### config.mk
export PLATFORM = sky130hd
export DESIGN_NAME = gate_identifier
export DESIGN_NICKNAME = d
export VERILOG_FILES = /design/src/rtl/gate_id_pkg.sv /design/src/rtl/gate_id_settle_timer.sv /design/src/rtl/gate_identifier.sv
export SDC_FILE = /design/constraint.sdc
export NUM_CORES = 1
export LEC_CHECK = 0
export CORE_MARGIN = 3
export CORE_UTILIZATION = 53
export DETAILED_ROUTE_END_ITERATION = 8
export GPL_ROUTABILITY_DRIVEN = 1
export PLACE_DENSITY = 0.77
export RECOVER_POWER = 50
export SETUP_SLACK_MARGIN = 0.2
export SLEW_MARGIN = 20
export SYNTH_ARGS = -nofsm -noshare
export SYNTH_HDL_FRONTEND = slang
export SYNTH_SLANG_ARGS = --single-unit
export TNS_END_PERCENT = 10
### constraint.sdc
create_clock -name clk -period 2.25 [get_ports clk]
set_input_delay 0.45 -clock clk [delete_from_list [all_inputs] [get_ports clk]]
set_output_delay 0.45 -clock clk [all_outputs]
set_load 0.005 [all_outputs]
### src/rtl/gate_id_pkg.sv
// Shared encodings for the gate identifier: sel codes, expected response
// signatures, FSM state type and the signature decoder.
package gate_id_pkg;

  localparam logic [1:0] SEL_NOT = 2'b00;
  localparam logic [1:0] SEL_AND = 2'b01;
  localparam logic [1:0] SEL_OR  = 2'b10;
  localparam logic [1:0] SEL_XOR = 2'b11;

  // Bit k of a signature is Y observed with {A,B} = k.
  localparam logic [3:0] SIG_NOT = 4'b0011;
  localparam logic [3:0] SIG_AND = 4'b1000;
  localparam logic [3:0] SIG_OR  = 4'b1110;
  localparam logic [3:0] SIG_XOR = 4'b0110;

  typedef enum logic [1:0] {IDLE, DRIVE, SAMPLE, DECODE} state_t;

  typedef struct packed {
    logic [1:0] sel;
    logic       error;
  } decode_t;

  function automatic decode_t decode_sig(input logic [3:0] sig);
    decode_t d;
    d.sel   = SEL_NOT;
    d.error = 1'b0;
    case (sig)
      SIG_NOT: d.sel = SEL_NOT;
      SIG_AND: d.sel = SEL_AND;
      SIG_OR:  d.sel = SEL_OR;
      SIG_XOR: d.sel = SEL_XOR;
      default: d.error = 1'b1;
    endcase
    return d;
  endfunction

endpackage

### src/rtl/gate_id_settle_timer.sv
// Per-vector settle counter: loads a value, counts down to zero and flags
// expiry while the count sits at zero.
module gate_id_settle_timer #(
  parameter int WIDTH = 4
) (
  input  logic             clk,
  input  logic             rst_n,
  input  logic             load,
  input  logic [WIDTH-1:0] load_value,
  input  logic             count_en,
  output logic             expired
);

  logic [WIDTH-1:0] count;

  always_ff @(posedge clk or negedge rst_n) begin
    if (!rst_n) begin
      count <= '0;
    end else if (load) begin
      count <= load_value;
    end else if (count_en && (count != '0)) begin
      count <= count - 1'b1;
    end
  end

  assign expired = (count == '0);

endmodule

### src/rtl/gate_identifier.sv
// Identifies an unknown 2-input gate by sweeping {A,B} and decoding Y.
// Define GATE_ID_SIG_OUT_EN to expose the captured signature on sig_out.
module gate_identifier
  import gate_id_pkg::*;
#(
  parameter int SETTLE_CYCLES = 2
) (
  input  logic       clk,
  input  logic       rst_n,
  input  logic       start,
  output logic       A,
  output logic       B,
  input  logic       Y,
  output logic [1:0] sel,
  output logic       valid,
  output logic       busy,
  output logic       error
`ifdef GATE_ID_SIG_OUT_EN
  ,
  output logic [3:0] sig_out
`endif
);

  // Each vector spends SETTLE_CYCLES cycles in DRIVE plus one SAMPLE cycle,
  // so DRIVE is skipped entirely when there is nothing to settle.
  localparam logic [3:0] LOAD_VALUE = (SETTLE_CYCLES > 0) ? 4'(SETTLE_CYCLES - 1) : 4'd0;
  localparam bit         SKIP_DRIVE = (SETTLE_CYCLES == 0);

  state_t     state;
  state_t     next_state;
  logic       armed;
  logic [1:0] idx;
  logic [3:0] sig;
  logic [3:0] sig_next;
  logic       timer_load;
  logic       timer_count;
  logic       timer_expired;
  decode_t    decoded;

  gate_id_settle_timer #(.WIDTH(4)) u_settle_timer (
    .clk        (clk),
    .rst_n      (rst_n),
    .load       (timer_load),
    .load_value (LOAD_VALUE),
    .count_en   (timer_count),
    .expired    (timer_expired)
  );

  always_comb begin
    sig_next      = sig;
    sig_next[idx] = Y;
  end

  assign decoded = decode_sig(sig_next);

  always_comb begin
    next_state  = state;
    timer_load  = 1'b0;
    timer_count = 1'b0;
    case (state)
      IDLE: begin
        if (start && armed) begin
          timer_load = 1'b1;
          next_state = SKIP_DRIVE ? SAMPLE : DRIVE;
        end
      end
      DRIVE: begin
        if (timer_expired) begin
          next_state = SAMPLE;
        end else begin
          timer_count = 1'b1;
        end
      end
      SAMPLE: begin
        if (idx == 2'd3) begin
          next_state = DECODE;
        end else begin
          timer_load = 1'b1;
          next_state = SKIP_DRIVE ? SAMPLE : DRIVE;
        end
      end
      DECODE:  next_state = IDLE;
      default: next_state = IDLE;
    endcase
  end

  // armed blocks start for the first cycle after reset release.
  always_ff @(posedge clk or negedge rst_n) begin
    if (!rst_n) begin
      state <= IDLE;
      armed <= 1'b0;
      idx   <= 2'd0;
      sig   <= 4'd0;
      sel   <= SEL_NOT;
      error <= 1'b0;
`ifdef GATE_ID_SIG_OUT_EN
      sig_out <= 4'd0;
`endif
    end else begin
      state <= next_state;
      armed <= 1'b1;
      if (state == SAMPLE) begin
        sig <= sig_next;
        idx <= idx + 2'd1;
        if (idx == 2'd3) begin
          sel   <= decoded.sel;
          error <= decoded.error;
`ifdef GATE_ID_SIG_OUT_EN
          sig_out <= sig_next;
`endif
        end
      end
    end
  end

  assign A     = ((state == DRIVE) || (state == SAMPLE)) && idx[1];
  assign B     = ((state == DRIVE) || (state == SAMPLE)) && idx[0];
  assign valid = (state == DECODE);
  assign busy  = (state != IDLE);

endmodule

=== Word-level counts from Yosys, hierarchy flattened ===
Cells that the tools add are included.

* $add $sub $neg: 2
* Multiply operators: 0
* Divide/modulo/power cells: 0
* $lt $le $gt $ge: 2
* Equality and inequality tests: 10
* Shifts and indexed selects: 0
* Multiplexer cells: 16
* Bitwise gates (word level): 0
* Reduce and logical (&&, ||, !) cells: 14

{| class="wikitable"
|+ Operators with widths
! cell !! count
|-
| $eq A4 B4 Y1 const B || 2
|-
| $mux W4 || 2
|-
| $pmux W2 S4 || 1
|-
| $eq A2 B2 Y1 const B || 3
|-
| $mux W1 || 6
|-
| $mux W2 || 3
|-
| $pmux W2 S3 || 1
|-
| $logic_and A1 B1 Y1 || 5
|-
| $bwmux W4 || 1
|-
| $eq A4 B2 Y1 const B || 1
|-
| $eq A4 B3 Y1 const B || 1
|-
| $logic_not A4 Y1 || 1
|-
| $ne A2 B2 Y1 const B || 2
|-
| $reduce_and A2 Y1 || 2
|-
| $reduce_bool A2 Y1 || 2
|-
| $reduce_bool A4 Y1 || 1
|-
| $reduce_or A4 Y1 || 1
|-
| $sub A4 B1 Y4 const B || 1
|-
| $lt A2 B3 Y1 const B || 1
|-
| $add A2 B1 Y2 const B || 1
|-
| $demux W1 S2 || 1
|-
| $eq A2 B1 Y1 const B || 1
|-
| $ge A2 B1 Y1 const B || 1
|-
| $logic_not A2 Y1 || 1
|-
| other kinds (2) || 2
|}

* Bits in registers: 16
* Bits in latches: 0
* Bits in writable memories: 0
* Bits in read-only memories: 0
* Input port bits: 4
* Output and inout port bits: 7
* Logic and storage cells: 51
* Memories: 0

=== Depth between registers and ports, before layout ===
* Word-level depth: 8
* Mapped depth: 6
* Gate-level depth less buffers: 6

=== Cells and area by module ===
From an unflattened synthesis, not the netlist that was laid out.

* Cell total of the unflattened synthesis: 94
* Area total of the unflattened synthesis: 970.9 µm²

{| class="wikitable"
|+ By module, submodules not included
! module !! times used !! cells an instance !! area an instance (µm²) !! seq. area each (µm²)
|-
| gate_identifier || 1 || 67 || 700.7 || 300.3
|-
| gate_id_settle_timer || 1 || 27 || 270.3 || 100.1
|}

=== Worst setup path after synthesis ===
OpenSTA, ideal clock, no wires.

* Path type: reg-to-reg
* Start: reg idx[0]
* End: reg error
* Library setup time: 0.126 ns
* Arrival time: 1.609 ns
* Required time: 2.124 ns
* Path slack: 0.515 ns
* Cell stages (with the launch flop): 6
* Buffers on the path: 0
* Clock period less this slack: 1.735 ns
* Cells stage by stage: dfrtp_1 ha_1 mux2_4 or3_1 a311oi_1 nor2_1

* Cells in the longest elaborated chain, start to end: 8
* Elaborated cells on any way between the ends: 14
* Classes of those cells: order compare (2); eq/ne (5); mux (4); reduce/logical (3)

{| class="wikitable"
|+ RTL lines
! item !! RTL line !! source
|-
| start, declared || gate_identifier.sv:32 || <nowiki>logic [1:0] idx;</nowiki>
|-
| start signal, assigned || gate_identifier.sv:104 || <nowiki>idx <= idx + 2'd1;</nowiki>
|-
| $lt A2 B3 Y1 (not written as such) / $ge A2 B1 Y1 (equally long branches) || gate_identifier.sv:51 || <nowiki>sig_next[idx] = Y;</nowiki>
|-
| $logic_and A1 B1 Y1 (not written as such) || gate_identifier.sv:51 ||
|-
| $mux W1 (not written as such) || gate_identifier.sv:51 ||
|-
| $demux W1 S2 || gate_identifier.sv:51 ||
|-
| $bwmux W4 || gate_identifier.sv:51 ||
|-
| $eq A4 B3 Y1 (tied with other cells) || gate_id_pkg.sv:27 || <nowiki>case (sig)</nowiki>
|-
| $reduce_or A4 Y1 (no line) || - ||
|-
| $mux W1 || gate_id_pkg.sv:27 ||
|-
| end signal, assigned || gate_identifier.sv:107 || <nowiki>error <= decoded.error;</nowiki>
|-
| end, declared || gate_identifier.sv:17 || <nowiki>output logic error</nowiki>
|}

Parallel ways exist; a longest one is shown, timed or not.
A chain may end at the register's enable or synchronous reset.

=== Worst setup path after layout ===
* Start: reg state[0]
* End: out valid

* Cells in the longest elaborated chain, start to end: 1

{| class="wikitable"
|+ RTL lines
! item !! RTL line !! source
|-
| start, declared || gate_identifier.sv:29 || <nowiki>state_t state;</nowiki>
|-
| start signal, assigned || gate_identifier.sv:100 || <nowiki>state <= next_state;</nowiki>
|-
| $eq A2 B2 Y1 || gate_identifier.sv:118 || <nowiki>assign valid = (state == DECODE);</nowiki>
|-
| end, declared || gate_identifier.sv:15 || <nowiki>output logic valid,</nowiki>
|}

No other way between the ends.

==> qor.yml <==
root_buffer: "clkbuf_4"
grt_max_degree: 17
ys.flop_type: "dfrtp_1"
num-nets-final: 122
grt_busiest_layer: "met2"
cap_viol_max_count: 0
power_density_mw_per_mm2: 1340
slew_viol_final: 0
crit_slowest_cell: "clkdlybuf4s50_1"
grt_util_met2_pct: 25.2
ir_drop_v: 0.000825
path_common_cell: "buf_4"
start_util_pct: 57.6
dp_hpwl_um: 1160
drt-initial-drc-count: 9
area_delta_synth_final_pct: 18.5
grt_use_met1_pct: 21.7
cts_num_sinks: 16
n_antenna_cell: 0
leakage_nw: 0.509
clock_path_buffers: 2
pin_count: 11
min_period_over_period_pct: 89.8
rrSetupSlack_ns: 0.38
via_per_inst: 5.46
worstPathCellList: "buf_4 -> buf_4 -> ha_1 -> clkdlybuf4s50_1"
ctsHtreeMaxLevel: 1
post-route-drc-count: 0
crit_family: "buffers and inverters"
insertion_delay_ns: 0.28
slew_headroom_pct: 51.9
fmaxAchievable_mhz: 495
gr-total-overflow: 0
cp-start-kind: "flop"
fin_tns_setup_ns: 0
ys_seq_area_share_pct: 44.6
gp_congestion: 0.825
wl_per_cell_um: 13.3
core-area_mm2: 0.00156
clkTransAtPathRegs_ns: 0.10
synthCells: 89
dpl_worst_slack_ns: 0.181
drive_gt1_share_pct: 10.5
ys_warn_count: 0
path_class: "reg -> out"
portBuffers: 10
cts_inserted_buffers: 3
power_w: 0.00143
hold_buffers: 0
final-hold-violation-count: 0
drtPass1Iterations: 4
setup_viol: 0
ant_nets: 0
vias: 661
synth_cell_types: 27
die_area_mm2: 0.00223
syn_nets: 104
grt_usage_pct: 16.3
fin_skew_ns: 0.00870
async_flop_share_pct: 100
fin_crit_ns: 2.02
multiInputGateArea_um2: 464
grtUsageMet3_pct: 3.07
ys_seq_elements: 16
n_fill_cell: 124
cp.arrival_ns: 1.57
outcome: "finished, final reports clean"
tightest_slew_ns: 0.719
slowest_delay_ns: 0.43
cts_tree: "yes"
rsz0062_at_grt: "yes"
synth_area_um2: 898
rows: 14
grt_pass1_vias: 579
grt_first_pass_wirelength_um: 2570
cp.required_ns: 1.80
finalWirelength_um: 1600
worst_setup_path_end_kind: "output pin"
die_w_um: 47.2
antenna_found_initial: 0
crit_fanout: 3
dieHeight_um: 47.2
cp.buffers_inverters: 3
hp-class: "reg -> reg"
seq_area_um2: 400
setup_ws_ns: 0.229
avgSynthCellArea_um2: 10.1
synth_edf_count: 0
final cells by class:
class	count	share of cell area, %
Sequential cell	16	37.6
Clock buffer	3	2.12
Tap cell	16	1.88
Inverter	8	2.82
Multi-Input combinational cell	64	43.6
Timing Repair Buffer	14	12.0
cells in the mapped netlist (2+ instances only):
library cell  number  share of area (%)
nand3_1            3                1.7
nor3_1             2                1.1
mux2_2             2                2.5
nand2_1            6                2.5
xor2_1             3                2.9
o21ai_0            5                2.8
mux2i_1            3                3.3
dfrtp_1           16                 45
inv_1              8                3.3
a21oi_1            7                3.9
nor2_1             7                2.9
and2_1             2                1.4
ha_1              11                 15
cells in the final DEF (no fill, tap or decap), types with 2 or more instances in the layout:
| cell | synthesis | routed |
|---|---|---|
| xor2_1 | 3 | 3 |
| a21oi_1 | 7 | 7 |
| nand3_1 | 3 | 3 |
| nor3_1 | 2 | 2 |
| mux2i_1 | 3 | 3 |
| mux2_2 | 2 | 2 |
| and2_1 | 2 | 2 |
| dfrtp_1 | 16 | 16 |
| buf_4 | 0 | 3 |
| ha_1 | 11 | 11 |
| o21ai_0 | 5 | 5 |
| clkbuf_4 | 0 | 3 |
| nor2_1 | 7 | 7 |
| clkdlybuf4s50_1 | 0 | 7 |
| inv_1 | 8 | 8 |
| nand2_1 | 6 | 6 |
cells by family (layout without fill, tap and decap cells):
kind of cell	Yosys count	count (layout)	synth area share [%]
other	1	1	0.417
flip-flops	16	16	44.6
adder cells (fa/ha/maj)	11	11	15.3
AND/OR/NAND/NOR	25	25	13.5
XOR/XNOR	4	4	3.90
buffers and inverters	9	25	3.76
multiplexers	6	6	7.52
AO/OA/AOI/OAI	17	17	11.0
state kept, by name (all words and copies together) (netlist names):
register	cells
sig	4
u_settle_timer.count	4
idx	2
sel	2
state	2
armed	1
error	1
metrics by stage:
stage / instance area [µm²] / hold WS [ns] / utilization (%) / instances
4_1_cts: 1060 / 0.503 / 67.9 / 120
6_report: 1060 / 0.495 / 68.3 / 121
3_3_place_gp: 1020 / 0.482 / 65.6 / 115
5_1_grt: 1060 / 0.537 / 68.3 / 121
2_1_floorplan: 898 / 0.154 / - / 89
3_5_place_dp: 1020 / 0.477 / 65.6 / 115
per-layer routing:
layer	routed length (µm)	share of wire [%]
met1	805	50
met2	737	46
met3	47	2.9
met4	13	0.81
met5	0	0
worst paths after layout:
kind,cells after the start,start,to
worst min register to register,2,sel[0]$_DFFE_PN0P_,sel[0]$_DFFE_PN0P_
worst min-delay path,2,sel[0]$_DFFE_PN0P_,sel[0]$_DFFE_PN0P_
worst max-delay path,4,state[0]$_DFFE_PN0P_,valid
min in group asynchronous,1,rst_n,idx[0]$_DFFE_PN0N_
max in group asynchronous,1,rst_n,u_settle_timer.count[1]$_DFFE_PN0P_
worst max register to register,5,idx[0]$_DFFE_PN0N_,error$_DFFE_PN0P_
power by group:
| group | switching (W) | internal (W) |
|---|---|---|
| registers | 0.0000762 | 0.000403 |
| logic | 0.000402 | 0.000397 |
| clock network | 0.0000870 | 0.0000621 |
worst min-delay path, stage by stage (launching register included):
cell and delay, ns:
dfrtp_1 0.35, nand2_1 0.04, o21ai_0 0.06
timing repair:
action                     in CTS  in global routing
setup buffers                   2                  1
cloned                          0                  0
setup endpoints to repair       3                  1
gates resized for setup         2                  1
(Power assumes the default switching activity.)
